### src/rtl/thread_sched.sv
// thread_sched: per-thread FREE/RUN/SLEEP context tracking, init allocation and round-robin fetch select.
// Optional SLEEP_TIMEOUT_EN adds per-thread 8-bit sleep counters that auto-wake a thread on reaching 255.
module thread_sched #(
   parameter int NUM_THREAD = 8,
   parameter int TID_W      = $clog2(NUM_THREAD)
) (
   input  logic                  clk,
   input  logic                  rst,
   input  logic                  ctrl_valid,
   input  logic [1:0]            trd_ctrl,
   input  logic [TID_W-1:0]      ctrl_tid,
   input  logic [TID_W-1:0]      target_tid,
   input  logic                  init_req,
   output logic                  init_gnt,
   output logic [TID_W-1:0]      init_tid,
   output logic                  init_fail,
   input  logic                  stall,
   output logic                  fetch_valid,
   output logic [TID_W-1:0]      fetch_tid,
   output logic [NUM_THREAD-1:0] run_mask
);

   typedef enum logic [1:0] {
      ST_FREE  = 2'b00,
      ST_RUN   = 2'b01,
      ST_SLEEP = 2'b10
   } tstate_e;

   tstate_e                 state_q [NUM_THREAD];
   tstate_e                 state_d [NUM_THREAD];
`ifdef SLEEP_TIMEOUT_EN
   logic [7:0]              cnt_q   [NUM_THREAD];
   logic [7:0]              cnt_d   [NUM_THREAD];
`endif
   logic                    init_gnt_q, init_gnt_d;
   logic [TID_W-1:0]        init_tid_q, init_tid_d;
   logic                    init_fail_q, init_fail_d;
   logic                    fetch_valid_q, fetch_valid_d;
   logic [TID_W-1:0]        fetch_tid_q, fetch_tid_d;
   logic [NUM_THREAD-1:0]   run_mask_q, run_mask_d;

   logic                    do_sleep, do_wake, do_kill;
   logic                    alloc_found;
   logic [TID_W-1:0]        alloc_tid;
   logic                    sel_found;
   logic [TID_W-1:0]        sel_tid;
   logic [TID_W-1:0]        idx;

   always_comb begin
      do_sleep    = ctrl_valid && (trd_ctrl == 2'b01);
      do_wake     = ctrl_valid && (trd_ctrl == 2'b10);
      do_kill     = ctrl_valid && (trd_ctrl == 2'b11);
      alloc_found = 1'b0;
      alloc_tid   = '0;
      sel_found   = 1'b0;
      sel_tid     = fetch_tid_q;
      idx         = '0;
      run_mask_d  = '0;

      // Allocation sees only pre-edge state; a kill target is never handed out the same cycle.
      for (int i = NUM_THREAD - 1; i >= 0; i--) begin
         if ((state_q[i] == ST_FREE) && !(do_kill && (target_tid == TID_W'(i)))) begin
            alloc_found = 1'b1;
            alloc_tid   = TID_W'(i);
         end
      end

      for (int i = 0; i < NUM_THREAD; i++) begin
         state_d[i] = state_q[i];
`ifdef SLEEP_TIMEOUT_EN
         cnt_d[i] = (state_q[i] == ST_SLEEP) ? (cnt_q[i] + 8'd1) : 8'd0;
         if ((state_q[i] == ST_SLEEP) && (cnt_q[i] == 8'hFF)) begin
            state_d[i] = ST_RUN;
         end
`endif
         if (do_sleep && (ctrl_tid == TID_W'(i)) && (state_q[i] == ST_RUN)) begin
            state_d[i] = ST_SLEEP;
         end
         if (do_wake && (target_tid == TID_W'(i)) && (state_q[i] == ST_SLEEP)) begin
            state_d[i] = ST_RUN;
         end
         if (init_req && alloc_found && (alloc_tid == TID_W'(i))) begin
            state_d[i] = ST_RUN;
         end
         if (do_kill && (target_tid == TID_W'(i))) begin
            state_d[i] = ST_FREE;
         end
         run_mask_d[i] = (state_d[i] == ST_RUN);
      end

      // Scan starts just after the last fetched thread; the last step revisits it so a lone runner repeats.
      for (int k = 1; k <= NUM_THREAD; k++) begin
         idx = fetch_tid_q + TID_W'(k);
         if (!sel_found && run_mask_d[idx]) begin
            sel_found = 1'b1;
            sel_tid   = idx;
         end
      end

      if (stall) begin
         fetch_valid_d = fetch_valid_q;
         fetch_tid_d   = fetch_tid_q;
      end else begin
         fetch_valid_d = sel_found;
         fetch_tid_d   = sel_tid;
      end

      init_gnt_d  = init_req && alloc_found;
      init_fail_d = init_req && !alloc_found;
      init_tid_d  = (init_req && alloc_found) ? alloc_tid : init_tid_q;
   end

   always_ff @(posedge clk or posedge rst) begin
      if (rst) begin
         for (int i = 0; i < NUM_THREAD; i++) begin
            state_q[i] <= (i == 0) ? ST_RUN : ST_FREE;
`ifdef SLEEP_TIMEOUT_EN
            cnt_q[i]   <= 8'd0;
`endif
         end
         init_gnt_q    <= 1'b0;
         init_tid_q    <= '0;
         init_fail_q   <= 1'b0;
         fetch_valid_q <= 1'b1;
         fetch_tid_q   <= '0;
         run_mask_q    <= NUM_THREAD'(1);
      end else begin
         for (int i = 0; i < NUM_THREAD; i++) begin
            state_q[i] <= state_d[i];
`ifdef SLEEP_TIMEOUT_EN
            cnt_q[i]   <= cnt_d[i];
`endif
         end
         init_gnt_q    <= init_gnt_d;
         init_tid_q    <= init_tid_d;
         init_fail_q   <= init_fail_d;
         fetch_valid_q <= fetch_valid_d;
         fetch_tid_q   <= fetch_tid_d;
         run_mask_q    <= run_mask_d;
      end
   end

   assign init_gnt    = init_gnt_q;
   assign init_tid    = init_tid_q;
   assign init_fail   = init_fail_q;
   assign fetch_valid = fetch_valid_q;
   assign fetch_tid   = fetch_tid_q;
   assign run_mask    = run_mask_q;

endmodule
### config.mk
export PLATFORM = sky130hd
export DESIGN_NAME = thread_sched
export DESIGN_NICKNAME = d
export VERILOG_FILES = /design/src/rtl/thread_sched.sv
export SDC_FILE = /design/constraint.sdc
export NUM_CORES = 1
export LEC_CHECK = 0
export CAP_MARGIN = 10
export CORE_UTILIZATION = 30
export CTS_BUF_LIST = sky130_fd_sc_hd__clkbuf_16
export DETAILED_ROUTE_END_ITERATION = 6
export GPL_ROUTABILITY_DRIVEN = 0
export PLACE_DENSITY = 0.53
export SLEW_MARGIN = 20
export SYNTH_ARGS = -nofsm -noshare
export SYNTH_HDL_FRONTEND = slang
export SYNTH_SLANG_ARGS = --single-unit
### constraint.sdc
create_clock -name clk -period 3.8 [get_ports clk]
set_input_delay 0.38 -clock clk [delete_from_list [all_inputs] [get_ports clk]]
set_output_delay 0.38 -clock clk [all_outputs]
set_load 0.005 [all_outputs]
# After elaboration in Yosys (flattened, before gate mapping)
# Cells that the tools add are included.
# Widths: inputs -> output; s select.
[word_totals]
register_bits = 33
latch_bits = 0
mem_bits_rw = 0
romBits = 0
memories = 0
[classes]
add_sub_neg = 7
mul = 0
div_mod_pow = 0
magnitude_cmp = 8
eq_ne = 48
shifts = 0
muxes = 79
n_bitwise = 2
n_reduce_logical = 97
[ops]
columns = ["op", "n"]
rows = [
  ["$logic_and 1x1->1", 68],
  ["$mux 2", 32],
  ["$mux 3", 15],
  ["$eq 3x3->1 const B", 12],
  ["$eq 2x1->1 const B", 17],
  ["$lt 3x4->1 const B", 8],
  ["$bmux 1 s3", 8],
  ["$mux 1", 24],
  ["$eq 2x2->1 const B", 10],
  ["$eq 3x2->1 const B", 6],
  ["$logic_not 1->1", 16],
  ["$logic_not 2->1", 8],
  ["$add 3x3->3 const B", 4],
  ["$eq 3x1->1 const B", 3],
  ["$logic_not 3->1", 3],
  ["$reduce_bool 7->1", 1],
  ["$add 3x2->3 const B", 2],
  ["$add 3x1->3 const B", 1],
  ["$reduce_and 3->1", 1],
  ["$not 1->1", 2],
]

# Logic depth before layout (Yosys ltp)
# Gate-level depths: netlist of run 1.
[logic_depth]
word_depth = 43
mapped_depth = 14
ltp_nobuf = 12

# Worst setup path after synthesis of run 1
# No wires, ideal clock.
[synth_path]
kind = "input to register"
startpoint = "in target_tid[1]"
endpoint = "reg fetch_tid_q[1], in the netlist fetch_tid[1]"
setup_ns = 0.094
arrival_time_ns = 3.499
required_ns = 3.706
setup_slack_ns = 0.208
stages = 12
path_buffers = 1
path_cell_list = "buf_6 -> and4b_2 -> a21boi_2 -> nor4b_2 -> a2bb2oi_1 -> or4_1 -> o21a_1 -> mux4_2 -> or3b_1 -> nor3_1 -> or4_4 -> a221oi_2"
[synth_via]
elab_chain_len = 42
word_cells_on_any_way = 159
classes_between = "22 x eq/ne; 69 x mux; 1 x bitwise; 67 x reduce/logical"
[synth_rtl]
columns = ["element", "line_no", "text"]
rows = [
  ["from (decl)", "12", "input logic [TID_W-1:0] target_tid,"],
  ["$eq 3x3->1", "62, 79, 85", ""],
  ["$logic_and 1x1->1", "62, 85", ""],
  ["$logic_not 1->1", "62", "if ((state_q[i] == ST_FREE) && !(do_kill && (target_tid == TID_W'(i)))) begin"],
  ["$logic_and 1x1->1", "62", ""],
  ["$mux 3 or $mux 1 (tied branches) (8 in a row)", "62", ""],
  ["$eq 3x1->1 (tied with other cells)", "82", "if (init_req && alloc_found && (alloc_tid == TID_W'(i))) begin"],
  ["$logic_and 1x1->1", "82", ""],
  ["$mux 2", "82", ""],
  ["[... 19 more ...]", "n/a", ""],
  ["$mux 1", "94", "if (!sel_found && run_mask_d[idx]) begin"],
  ["$logic_not 1->1", "94", ""],
  ["$logic_and 1x1->1", "94", ""],
  ["$mux 1", "94", ""],
  ["$logic_not 1->1", "94", ""],
  ["$logic_and 1x1->1", "94", ""],
  ["$not 1->1 (no source line)", "n/a", ""],
  ["$reduce_and 3->1 (no source line)", "n/a", ""],
  ["to (signal assigned)", "138", "fetch_tid_q <= fetch_tid_d;"],
  ["to (decl)", "39", "logic [TID_W-1:0] fetch_tid_q, fetch_tid_d;"],
]
# Several ways; a longest one is shown, not always the timed one. The select of a mux whose other input is x is not followed.
# A chain may end at the register's enable or synchronous reset.

# Worst setup path in the final report of run 1
[layout_path]
startpoint = "in ctrl_valid"
endpoint = "reg fetch_tid_q[1], in the netlist fetch_tid[1]"
[layout_via]
elab_chain_len = 42
word_cells_on_any_way = 178
classes_between = "15 x eq/ne; 77 x mux; 1 x bitwise; 85 x reduce/logical"
[layout_rtl]
columns = ["element", "line_no", "text"]
rows = [
  ["from (decl)", "9", "input logic ctrl_valid,"],
  ["$logic_and 1x1->1", "52", "do_kill = ctrl_valid && (trd_ctrl == 2'b11);"],
  ["$logic_and 1x1->1", "62, 85", ""],
  ["$logic_not 1->1", "62", ""],
  ["$logic_and 1x1->1", "62", ""],
  ["$mux 3 or $mux 1 (tied branches) (8 in a row)", "62", ""],
  ["$eq 3x1->1 (tied with other cells)", "82", ""],
  ["$logic_and 1x1->1", "82", ""],
  ["$mux 2", "82", ""],
  ["[... 19 more ...]", "n/a", ""],
  ["$mux 1", "94", ""],
  ["$logic_not 1->1", "94", ""],
  ["$logic_and 1x1->1", "94", ""],
  ["$mux 1", "94", ""],
  ["$logic_not 1->1", "94", ""],
  ["$logic_and 1x1->1", "94", ""],
  ["$not 1->1 (no source line)", "n/a", ""],
  ["$reduce_and 3->1 (no source line)", "n/a", ""],
]
# Several ways; a longest one is shown, not always the timed one. The select of a mux whose other input is x is not followed.

==> results of run 1 <==
[state kept, by name (all words and copies together), names as in the netlist]
| name | count |
|---|---|
| init_fail | 1 |
| run_mask | 8 |
| init_tid | 3 |
| init_gnt | 1 |
| state_q | 16 |
| fetch_valid | 1 |
| fetch_tid | 3 |
[where the power goes]
group	total, mW	internal [mW]	switching (mW)	leakage [nW]
Sequential	0.567	0.465	0.102	0.414
Combinational	2.87	1.53	1.35	1.35
Clock	0.409	0.241	0.168	0.0696
Total	3.85	2.23	1.62	1.84
[worst max-delay path: cells and delay by family]
kind	cells	cell delay, ns
AOI/OAI and AO/OA	5	0.81
and+or+nand+nor	5	1.68
muxes	1	0.53
buffers and inverters	3	0.50
[Yosys cell counts (3+ instances only)]
cell type | count | area (sq um)
nand2b_1 | 6 | 37.5
o21ai_0 | 12 | 60.1
o21a_1 | 6 | 45.0
nand3_1 | 9 | 45.0
a22oi_1 | 4 | 30.0
dfstp_2 | 3 | 78.8
nor3_1 | 6 | 30.0
or3_1 | 4 | 25.0
nor2_1 | 35 | 131
and2_1 | 7 | 43.8
o31ai_1 | 8 | 60.1
nor2b_1 | 4 | 25.0
clkbuf_1 | 5 | 18.8
inv_1 | 13 | 48.8
a31oi_1 | 6 | 37.5
mux4_2 | 5 | 113
dfrtp_1 | 30 | 751
o21ai_2 | 3 | 26.3
mux2i_1 | 4 | 40.0
a211oi_1 | 3 | 22.5
a21oi_1 | 24 | 120
nand2_1 | 15 | 56.3
a211o_1 | 3 | 26.3
or2_2 | 4 | 25.0
buf_6 | 3 | 33.8
and2_4 | 3 | 26.3
[kinds of logic after synthesis]
group	after synthesis	share of synthesized area, %
flip-flops	33	29.6
AO/OA/AOI/OAI	112	29.3
AND/OR/NAND/NOR	125	27.3
multiplexers	13	7.67
adder cells (fa/ha/maj)	2	0.892
XOR/XNOR	3	0.937
buffers and inverters	25	4.33
[layout by cell type (no fill, tap or decap), types with 7 or more instances in the layout]
master / count
o21ai_0: 8
nand2_1: 14
a21oi_1: 23
inv_1: 13
nand3_1: 9
o31ai_1: 7
buf_4: 107
dfrtp_1: 30
nor2_1: 33
clkdlybuf4s50_1: 23
[layer usage]
metal  global-route usage, %  share of wire [%]
met3                    3.12                4.4
met4                    6.31                1.9
met5                       0                  0
met2                    32.5                 45
met1                    29.5                 49
[final cells by class]
class / count / area share (%)
Clock inverter: 3 / 0.406
Tap cell: 108 / 3.13
Timing Repair Buffer: 142 / 26.2
Clock buffer: 5 / 2.90
Sequential cell: 33 / 19.2
Inverter: 15 / 1.31
Multi-Input combinational cell: 255 / 46.8
[path summary, 6_finish.rpt]
path,to
max,fetch_tid[1]
max in group asynchronous,init_tid[2]
min,fetch_valid
min in group asynchronous,fetch_tid[1]
max reg2reg,fetch_tid[1]
min reg2reg,fetch_valid
[what timing repair did]
item,in CTS,in global routing
buffers inserted,14,1
endpoints found under the setup margin,3,3
pin swaps,21,3
resized for setup,30,29
cloned,2,0
==> run_results.csv, run 1 <==
group,metric,value,unit
status,status,"complete, no violations",
min_path,hp-start,"fetch_valid",
timing,period_minus_slack,3.69,ns
die,die_h,98.7,microns
synthesis,synth-edff-count,0,
placement,dp_cells,536,
worst_setup_path,critPathLaunchType,"input pin",
timing,fin_tns_setup,0,ns
route,drt-pass1-iter-count,5,
die,fp.coreArea,8890,sq um
timing,setup_ws,0.106,ns
power,powerDensity,892,nW/um^2
worst_setup_path,arrival,3.89,ns
final_layout,multiInputGateArea,2020,sq um
worst_setup_path,ff2ff_path_depth,12,
clock_network,clk_pin_slew,0.06,ns
power,p_total,3.85,mW
route,routedWlPerCell,16.9,microns
die,die_area,9740,sq um
final_layout,antenna_cells,0,
synthesis,syn_area,2810,sq um
worst_setup_path,cp_common_cell,"or4_4",
die,boundaryPins,30,
placement,hpwl,6950,microns
global_route,antenna_found_initial,0,
global_route,grt_pass1_wl,16000,microns
synthesis,synth_cells,313,
final_layout,syn2layout_area_growth,53.7,%
global_route,grt_use_total,20.8,%
worst_setup_path,end_kind,"flop",
final_layout,regArea,830,sq um
worst_setup_path,rr_startpoint,"state_q[13]",
power,p_leak,1.84,nW
placement,numPortBuffers,29,
worst_setup_path,max_stage_delay,0.53,ns
timing,fmax,271,MHz
worst_setup_path,critPathKind,"input pin to flop",
clock_network,htreeDepth,2,
die,row_count,34,
placement,post_dp_cell_area,3890,sq um
clock_network,numCtsBuffers,5,
min_path,hold_depth,2,
worst_setup_path,path_max_fanout,6,
timing,hold_ws,0.493,ns
clock_network,postCtsHoldBufs,0,
timing,tightest_slew,0.874,ns
route,routed_wirelength,9470,microns
synthesis,ys_seq_elements,33,
worst_setup_path,r2r_setup_slack,0.12,ns
route,drtIter0Drc,200,
placement,dp_worst_setup_slack,-0.481,ns
timing,hold_viol,0,
final_layout,stdcell_count,561,
global_route,grt_max_degree,21,
worst_setup_path,required,4.00,ns
timing,period_share,97.2,%
route,drc,0,
global_route,grt_remaining_overflow,0,
final_layout,fill_cells,842,
synthesis,synth.avg_cell_area,8.96,sq um
final_layout,fin_area,4310,sq um
timing,setup_viol,0,
final_layout,finish.utilization,48.5,%
route,routed_via_density,5.46,
clock_network,cts_tree,"done",
worst_setup_path,crit_path_start,"ctrl_valid",
power,max-vdd-ir-drop,0.343,mV
final_layout,nNetsFinal,467,
timing,maxSlewHeadroom,41.7,%
synthesis,async_reset_ff_share,100,%
die,initial_core_util,31.6,%
die,die_w,98.7,microns
clock_network,clkSinkCount,33,
synthesis,ys_warn_count,0,
job,drv_cap,0,
final_layout,drive_gt1_share,43.5,%
timing,drv_slew,0,
worst_setup_path,critical_path.cell_chain,"dlygate4sd2_1 -> buf_6 -> and4b_2 -> a21boi_4 -> buf_4 -> a221o_1 -> a21oi_2 -> or4_4 -> o21a_1 -> mux4_2 -> or3b_4 -> nor3_2 -> or4_4 -> a221oi_2",
synthesis,synth.distinct_cells,84,
route,via_count,3064,
clock_network,cts-root-buf,"clkbuf_16",
timing,fin_skew,0.00986,ns
clock_network,clk_latency,0.29,ns
synthesis,synth-main-ff-cell,"dfrtp_1",
synthesis,synth_seq_area_share,29.6,%
route,route.antenna.remaining_nets,0,
clock_network,cts_buffer_depth,2,
synthesis,syn-num-nets,328,
global_route,grt_pass1_vias,3027,
worst_setup_path,slowest_stage,"or4_4",
min_path,min_path_type,"flop to flop",
Power figures use the tool's default switching activity.
==> run 2: changes to the inputs <==
--- a/config.mk
+++ b/config.mk
@@ -5,11 +5,13 @@
 export SDC_FILE = /design/constraint.sdc
 export NUM_CORES = 1
 export LEC_CHECK = 0
+export ABC_CLOCK_PERIOD_IN_PS = 3800
 export CAP_MARGIN = 10
 export CORE_UTILIZATION = 30
 export CTS_BUF_LIST = sky130_fd_sc_hd__clkbuf_16
 export DETAILED_ROUTE_END_ITERATION = 6
 export GPL_ROUTABILITY_DRIVEN = 0
+export HOLD_SLACK_MARGIN = 0.02
 export PLACE_DENSITY = 0.53
 export SLEW_MARGIN = 20
 export SYNTH_ARGS = -nofsm -noshare
==> results of run 2 <==
Same layout as run 1: the final DEF is identical, and so are final timing and power.
